$ cat config.mk
export PLATFORM = sky130hd
export DESIGN_NAME = warp_fetch_scheduler
export DESIGN_NICKNAME = d
export VERILOG_FILES = /design/src/rtl/warp_fetch_scheduler.sv
export SDC_FILE = /design/constraint.sdc
export NUM_CORES = 1
export LEC_CHECK = 0
export CAP_MARGIN = 25
export CORE_UTILIZATION = 50
export CTS_BUF_LIST = sky130_fd_sc_hd__clkbuf_8
export DETAILED_ROUTE_END_ITERATION = 8
export HOLD_SLACK_MARGIN = 0.08
export PLACE_DENSITY_LB_ADDON = 0.1
export SLEW_MARGIN = 20
export SYNTH_ARGS = -nofsm -noshare
export SYNTH_HDL_FRONTEND = slang
export SYNTH_SLANG_ARGS = --single-unit
$ cat constraint.sdc
create_clock -name clk -period 3.9 [get_ports clk]
set_input_delay 0.585 -clock clk [delete_from_list [all_inputs] [get_ports clk]]
set_output_delay 0.585 -clock clk [all_outputs]
set_load 0.03 [all_outputs]
$ cat src/rtl/warp_fetch_scheduler.sv
// -----------------------------------------------------------------------------
// warp_fetch_scheduler
//
// Instruction-fetch sequencer for the SM front end. It keeps the active flag
// and PC of every warp. It picks the next warp round-robin, starting after the
// last granted warp. It issues one fetch at a time to the I-cache over a
// valid/ready handshake, and writes returned instructions into the per-warp
// instruction buffers.
//
// Ports
//   clk, rst_n          single clock; asynchronous active-low reset
//   launch_*_i          activate a warp at a start PC
//   exit_*_i            deactivate a warp
//   redirect_*_i        branch redirect: overwrite a warp's PC
//   ibuf_full_i         per-warp instruction buffer full (blocks selection only)
//   fetch_req_*         request channel to the I-cache (valid/ready)
//   fetch_rsp_*_i       I-cache response, one per accepted request
//   ibuf_wr_*_o         one-cycle write pulse into the target instruction buffer
//
// A warp counts as in flight from the edge that selects it until its response
// returns. A redirect or exit that hits the in-flight warp on any of those
// edges, including the selecting edge itself, squashes the response. The
// request is still completed on the bus, but the returned data is dropped.
// -----------------------------------------------------------------------------
module warp_fetch_scheduler #(
    parameter int NUM_WARP     = 4,
    parameter int NUM_WARP_LOG = 2,
    parameter int PC_WIDTH     = 32,
    parameter int INSTR_WIDTH  = 32
) (
    input  logic                    clk,
    input  logic                    rst_n,
    input  logic                    launch_valid_i,
    input  logic [NUM_WARP_LOG-1:0] launch_warp_i,
    input  logic [PC_WIDTH-1:0]     launch_pc_i,
    input  logic                    exit_valid_i,
    input  logic [NUM_WARP_LOG-1:0] exit_warp_i,
    input  logic                    redirect_valid_i,
    input  logic [NUM_WARP_LOG-1:0] redirect_warp_i,
    input  logic [PC_WIDTH-1:0]     redirect_pc_i,
    input  logic [NUM_WARP-1:0]     ibuf_full_i,
    output logic                    fetch_req_valid_o,
    input  logic                    fetch_req_ready_i,
    output logic [NUM_WARP_LOG-1:0] fetch_req_warp_o,
    output logic [PC_WIDTH-1:0]     fetch_req_pc_o,
    input  logic                    fetch_rsp_valid_i,
    input  logic [INSTR_WIDTH-1:0]  fetch_rsp_instr_i,
    output logic                    ibuf_wr_valid_o,
    output logic [NUM_WARP_LOG-1:0] ibuf_wr_warp_o,
    output logic [INSTR_WIDTH-1:0]  ibuf_wr_instr_o
);

    typedef enum logic [1:0] {
        ST_IDLE,
        ST_REQ,
        ST_WAIT
    } fetchState_t;

    fetchState_t               state;
    logic [NUM_WARP-1:0]       active;
    logic [PC_WIDTH-1:0]       pcTable [NUM_WARP];
    logic                      squash;
    logic [NUM_WARP_LOG-1:0]   lastGrant;

    logic [NUM_WARP-1:0]       eligible;
    logic                      anyEligible;
    logic [NUM_WARP_LOG-1:0]   winner;
    logic [NUM_WARP_LOG-1:0]   trackedWarp;
    logic                      flightHit;

    // NOTE: every signal assigned in an always_comb block gets a default value
    // first, so that no path leaves it unassigned and infers a latch.
    always_comb begin
        eligible = active & ~ibuf_full_i;
        if (state != ST_IDLE) begin
            eligible[fetch_req_warp_o] = 1'b0;
        end
    end

    // Round-robin scan. The loop runs from the farthest offset to the
    // nearest, so the warp closest after lastGrant is written last and wins.
    // Offset NUM_WARP wraps back to lastGrant itself, which is checked last.
    always_comb begin
        anyEligible = 1'b0;
        winner      = lastGrant;
        for (int i = NUM_WARP; i >= 1; i--) begin
            if (eligible[lastGrant + NUM_WARP_LOG'(i)]) begin
                anyEligible = 1'b1;
                winner      = lastGrant + NUM_WARP_LOG'(i);
            end
        end
    end

    // In IDLE the warp that is about to become in flight is the winner.
    // Afterwards it is the latched request warp.
    always_comb begin
        trackedWarp = (state == ST_IDLE) ? winner : fetch_req_warp_o;
        flightHit   = (redirect_valid_i && (redirect_warp_i == trackedWarp)) ||
                      (exit_valid_i     && (exit_warp_i     == trackedWarp));
    end

    // NOTE: sequential state uses non-blocking assignments only. Later
    // assignments in this block to the same PC entry or active bit take
    // priority. That ordering gives launch priority over exit, and redirect
    // priority over the post-fetch increment.
    always_ff @(posedge clk or negedge rst_n) begin
        if (!rst_n) begin
            state             <= ST_IDLE;
            active            <= '0;
            squash            <= 1'b0;
            lastGrant         <= NUM_WARP_LOG'(NUM_WARP - 1);
            fetch_req_valid_o <= 1'b0;
            fetch_req_warp_o  <= '0;
            fetch_req_pc_o    <= '0;
            ibuf_wr_valid_o   <= 1'b0;
            ibuf_wr_warp_o    <= '0;
            ibuf_wr_instr_o   <= '0;
            // NOTE: the PC table is explicitly cleared on reset. It is a small
            // register file, not a RAM macro, and a relaunch must never
            // observe stale PCs.
            for (int w = 0; w < NUM_WARP; w++) begin
                pcTable[w] <= '0;
            end
        end else begin
            ibuf_wr_valid_o <= 1'b0;

            case (state)
                ST_IDLE: begin
                    if (anyEligible) begin
                        fetch_req_warp_o  <= winner;
                        fetch_req_pc_o    <= pcTable[winner];
                        fetch_req_valid_o <= 1'b1;
                        squash            <= flightHit;
                        state             <= ST_REQ;
                    end
                end
                ST_REQ: begin
                    squash <= squash | flightHit;
                    if (fetch_req_ready_i) begin
                        lastGrant         <= fetch_req_warp_o;
                        fetch_req_valid_o <= 1'b0;
                        state             <= ST_WAIT;
                    end
                end
                ST_WAIT: begin
                    squash <= squash | flightHit;
                    if (fetch_rsp_valid_i) begin
                        if (!(squash || flightHit)) begin
                            pcTable[fetch_req_warp_o] <= pcTable[fetch_req_warp_o] + PC_WIDTH'(4);
                            ibuf_wr_valid_o           <= 1'b1;
                            ibuf_wr_warp_o            <= fetch_req_warp_o;
                            ibuf_wr_instr_o           <= fetch_rsp_instr_i;
                        end
                        squash <= 1'b0;
                        state  <= ST_IDLE;
                    end
                end
                default: state <= ST_IDLE;
            endcase

            if (exit_valid_i) begin
                active[exit_warp_i] <= 1'b0;
            end
            if (launch_valid_i) begin
                active[launch_warp_i]  <= 1'b1;
                pcTable[launch_warp_i] <= launch_pc_i;
            end
            if (redirect_valid_i) begin
                pcTable[redirect_warp_i] <= redirect_pc_i;
            end
        end
    end

endmodule

; ---- Word-level counts from Yosys, hierarchy flattened
; Cells that the tools add are included.
[word_totals]
register_bits = 207
wordCells = 133
[op_classes]
n_addsub = 4
n_lt_le_gt_ge = 17
n_eq_ne = 7
muxes = 58
bitwise_logic = 13
n_reduce_logical = 20
[ops]
columns = op, n
row1 = two-way mux 128 bit, 5
row2 = bitwise mux 128 bit, 3
row3 = two-way mux 32 bit, 7
row4 = demux 32 bit (select 2 bit), 3
row5 = binary-select mux 32 bit (select 2 bit), 2
row6 = "adder 32 x 3 -> 32 bit, second input constant", 1
row7 = "less-than comparator 2 x 3 -> 1 bit, second input constant", 7
row8 = two-way mux 1 bit, 18
row9 = two-way mux 2 bit, 7
row10 = bitwise AND 4 bit, 3
row11 = ">= comparator 3 bit, second input constant", 4
row12 = two-way mux 4 bit, 3
row13 = NOT 2 -> 3 bit, 4
row14 = NOT 4 bit, 3
row15 = "less-than comparator 3 x 1 -> 1 bit, second input constant", 3
row16 = AND reduction 3 bit, 3
row17 = binary-select mux 1 bit (select 2 bit), 4
row18 = logical AND 1 bit, 8
row19 = demux 1 bit (select 2 bit), 3
row20 = ">= comparator 2 x 1 -> 1 bit, second input constant", 3
row21 = "!= test 2 bit, second input constant", 3
row22 = case mux 2 bit (3 select lines), 1
row23 = AND reduction 2 bit, 3
row24 = "adder 2 bit, second input constant", 2
row25 = other kinds (13), 16

; ---- Depth between registers and ports, before layout
[logic_depth]
depth_word = 24
depth_mapped = 13

; ---- Worst setup path after synthesis
; OpenSTA, ideal clock, no wires.
[synth_path]
path_kind = flip-flop to flip-flop
start = register state[0]
end = register ibuf_wr_instr_o[10]
t_arrival_ns = 2.759
required_time_ns = 3.773
path_slack_ns = 1.014
stages_incl_launch_ff = 13
n_path_buf = 2
synth_period_minus_slack_ns = 2.886
path_cell_list = dfrtp_1 > inv_1 > ha_1 > buf_2 > nor3b_1 > o22a_2 > o22ai_4 > xnor2_2 > o21ai_4 > o21a_2 > nor2_4 > buf_6 > mux2_1
[synth_via]
elab_chain_cells = 14
[synth_rtl]
columns = item, line
row1 = "start, declared", 59  ; fetchState_t state;
row2 = "start signal, assigned", 108  ; state <= ST_IDLE;
row3 = "start signal, assigned", 134  ; state <= ST_REQ;
row4 = "start signal, assigned", 142  ; state <= ST_WAIT;
row5 = nonzero test 2 bit, 75  ; if (state != ST_IDLE) begin
row6 = two-way mux 4 bit, 75
row7 = binary-select mux 1 bit (select 2 bit), 87  ; if (eligible[lastGrant + NUM_WARP_LOG'(i)]) begin
row8 = two-way mux 1 bit (implied by the code), 87
row9 = two-way mux 2 bit (3 in a row), 87
row10 = two-way mux 2 bit, 97  ; trackedWarp = (state == ST_IDLE) ? winner : fetch_req_warp_o;
row11 = "== test 2 bit, on equally long branches", "98, 99"
row12 = "logical AND 1 bit, on equally long branches", "98, 99"
row13 = logical OR 1 bit, 98  ; flightHit = (redirect_valid_i && (redirect_warp_i == trackedWarp)) ||
row14 = logical OR 1 bit, 148  ; if (!(squash || flightHit)) begin
row15 = NOT 1 bit (no source line), n/a
row16 = AND reduction 3 bit (no source line) (*), n/a
row17 = "end signal, assigned", 152  ; ibuf_wr_instr_o <= fetch_rsp_instr_i;
row18 = "end, declared", 50  ; output logic [INSTR_WIDTH-1:0] ibuf_wr_instr_o
; Mark *: on every way between the ends. The rest lies on a longest branch, timed or not. The select of a mux whose other input is x is not followed.
; A chain may end at the register's enable or synchronous reset.

; ---- Final worst setup path
[layout_path]
start = register state[0]
end = register pcTable[90] (netlist name)
[layout_via]
elab_chain_cells = 19
[layout_rtl]
columns = item, line
row1 = nonzero test 2 bit, 75
row2 = two-way mux 4 bit, 75
row3 = binary-select mux 1 bit (select 2 bit), 87
row4 = two-way mux 1 bit (implied by the code), 87
row5 = two-way mux 2 bit (3 in a row), 87
row6 = two-way mux 2 bit, 97
row7 = "== test 2 bit, on equally long branches", "98, 99"
row8 = "logical AND 1 bit, on equally long branches", "98, 99"
row9 = logical OR 1 bit, 98
row10 = logical OR 1 bit, 148
row11 = two-way mux 128 bit, 148
row12 = two-way mux 128 bit, 147  ; if (fetch_rsp_valid_i) begin
row13 = two-way mux 128 bit (*), 127  ; case (state)
row14 = bitwise mux 128 bit, 166  ; pcTable[launch_warp_i] <= launch_pc_i;
row15 = two-way mux 128 bit (*), 164  ; if (launch_valid_i) begin
row16 = bitwise mux 128 bit, 169  ; pcTable[redirect_warp_i] <= redirect_pc_i;
row17 = two-way mux 128 bit (*), 168  ; if (redirect_valid_i) begin
row18 = "end signal, assigned by index", 149  ; pcTable[fetch_req_warp_o] <= pcTable[fetch_req_warp_o] + PC_WIDTH'(4);
row19 = "end signal, assigned by index", 166
row20 = "end signal, assigned by index", 169
row21 = "end, declared", 61  ; logic [PC_WIDTH-1:0] pcTable [NUM_WARP];
; Marked as above.

==> results by group <==
CTS
  – Post-CTS setup buffer count: 0
  – Root Buffer: clkbuf_8
  – CTS tree: built
  – CTS Sinks: 207
  – Clock Latency Late Sink: 550 ps
  – Htree depth: 2
  – Hold Buf Count CTS: 0
  – CTS Buf Count: 38
  – Post-CTS sizing: 0
  – Clk pin slew, worst setup/hold paths: 60 ps
  – CTS Buffer Depth: 3

Drt
  – Drt pass-1 iters: 7
  – Via count: 10944
  – Routed len/inst: 21.58 µm
  – ANT nets after route: 0
  – Iteration-0 DRC Markers: 908
  – DR vias/cell: 6.159
  – Residual DRC: 0
  – Post-Route WL: 38.35 mm

Floorplanning
  – Die ar.: 0.02511 mm²
  – Die Width: 158.5 µm
  – Die span in y: 158.5 µm
  – Boundary Pins: 183
  – Initial core utilization: 0.5153
  – Core Region: 0.02375 mm²
  – Row cnt: 56

STA
  – Minimum clock period: 3651 ps
  – Final setup viols: 0
  – Final Hold Fails: 0
  – Skew final: 21.97 ps
  – Setup TNS: 0 ps
  – Worst Setup Slack, final: 249.1 ps
  – Max Clk Rate: 273.9 MHz
  – Slew margin rel.: 0.2639
  – Pins Over Slew Limit: 0
  – Period utilisation layout: 0.9361
  – RSZ-0062 raised after global routing: false
  – Slew at the pin with the worst max-slew slack: 1103 ps

Finish
  – Most frequent cells in the layout: dfrtp_1 (204), clkdlybuf4s50_1 (181), nand2_1 (140)
  – Post-layout nets: 1547
  – Area Growth Syn to Fin: 24.83%
  – Layout cells sized above 1: 0.1241
  – Final Cell Area: 0.01528 mm²
  – Ant. Diodes: 0
  – Commonest non-fill, non-tap cell in the layout: dfrtp_1

Global routing
  – Antenna violations before repair: 0
  – Global-route wire length before repair: 60.26 mm
  – Vias in the first global route: 10917
  – Largest net degree at the start of global routing: 107
  – Overflow after GRT: 0
  – Tot GR Track Use: 0.3155

Power and ir drop
  – Leak pwr: 6.081 nW
  – Worst VDD drop: 414.8 µV
  – PwrDens: 744.0 mW/mm²

Yosys
  – Sequential area share after synthesis: 0.4234
  – FFs w/ async S/R, synth: 1.000
  – Synth warn: 0
  – Number of synthesized flops with an enable pin: 0
  – Netlist cell types: 66
  – Area leader, netlist: dfrtp_1
  – Synth area leaders: dfrtp_1 (42%), mux2i_1 (7.9%), a22oi_1 (6.4%)
  – Yosys top cell area share: 0.4191
  – Synthesized area: 0.01224 mm²
  – Synth Register Bits: 207
  – Syn avg cell area: 9.784 µm²
  – Cell count after synthesis: 1251
  – Main synth FF type: dfrtp_1
  – Post-Syn Nets: 1369

Setup path
  – CP Launch Type: flop
  – Worst Setup SP: state[0]$_DFFE_PN0P_
  – Worst R2R Setup Slack: 250 ps
  – Worst Path Max Fanout: 12
  – Crit path DAT: 4090 ps
  – Critical path endpoint category: flop
  – Worst EP required: 4340 ps
  – RR Startpoint: state[0]$_DFFE_PN0P_
  – Crit Path Category: reg -> reg

Place
  – Cell area after placement: 0.01448 mm²
  – Post-DP HPWL: 25.01 mm
  – IO buf count: 182
  – Routability Congestion: 0.8859
  – Worst slack, placed: 61.50 ps

Worst hold path
  – Hold crit path type: in -> async

Status
  – Outcome: complete, no violations

Run
  – Max-Cap Viols: 0
[cell usage after synthesis (9+ instances only)]
cell,instances
inv_1,31
mux2_1,29
xor2_1,13
o21ai_1,79
buf_2,9
mux4_2,30
nand2_1,140
a22oi_1,105
dfrtp_1,205
xnor2_1,13
o221ai_1,22
mux2i_1,96
nor2_1,109
a21oi_1,14
nand3_1,40
a31oi_1,12
nand2b_1,11
o21ai_0,84
clkbuf_1,60
buf_6,12
[path summary, 6_finish.rpt]
check / cells after the start / end
max: 11 / pcTable[90]$_DFF_PN0_
min: 1 / ibuf_wr_instr_o[13]$_DFFE_PN0P_
max reg2reg: 11 / pcTable[90]$_DFF_PN0_
min reg2reg: 2 / fetch_req_pc_o[7]$_DFFE_PN0P_
max in group asynchronous: 2 / pcTable[57]$_DFF_PN0_
min in group clk: 2 / fetch_req_pc_o[7]$_DFFE_PN0P_
[through the flow]
step | util | power (mW) | hold WS (ps) | std cells
final | 0.6432 | 11.37 | 152.4 | 1777
after global routing | 0.6432 | 12.08 | 245.4 | 1777
after CTS | 0.6421 | 11.36 | 192.7 | 1776
after detailed placement | 0.6098 | 9.254 | 470.9 | 1707
after global placement | 0.6095 | 9.130 | 460.6 | 1706
after floorplan | - | 7.226 | 289.4 | 1251
[layout make-up]
class	count	area, µm²
well taps	319	399.1
clock buffers	50	688.2
fillers	1986	8474
inverters	31	116.4
repair buffers	230	2306
flip-flops and latches	207	5184
clock inverters	19	78.83
multi-input cells	921	6506
[cell families after synthesis]
kind of cell / synth area share
adders and majority gates: 0.005111
xor gates and xnor gates: 0.02259
buffers and inverters: 0.04825
DFF: 0.4234
AOI/OAI and AO/OA: 0.1999
muxes: 0.1689
and+or+nand+nor: 0.1319
[critical path, stage by stage, from the launching register on]
cell and delay [ps]:
dfrtp_1 380, inv_1 90, ha_1 260, buf_4 190, nor3b_1 320, o22a_2 250
o22ai_4 120, xnor2_2 330, o21ai_4 100, o31ai_4 800, nand2_1 420, o221ai_1 300
[metal layers]
metal | part of all wire | track usage
met2 | 0.47 | 0.5019
met5 | 0 | 0
met3 | 0.087 | 0.05389
met4 | 0.029 | 0.1287
met1 | 0.42 | 0.4273
[report_power, final]
group / internal (mW) / switching [mW] / leakage (nW)
combinational: 2.41 / 3.48 / 3.08
sequential: 2.88 / 0.497 / 2.54
clock: 1.15 / 0.949 / 0.452
[registers in the layout, indices dropped and copies added (netlist names)]
register,flops
pcTable,128
fetch_req_valid_o,1
fetch_req_pc_o,32
fetch_req_warp_o,2
lastGrant,2
active,4
ibuf_wr_instr_o,32
state,2
squash,1
ibuf_wr_valid_o,1
ibuf_wr_warp_o,2
Power figures use the tool's default switching activity.
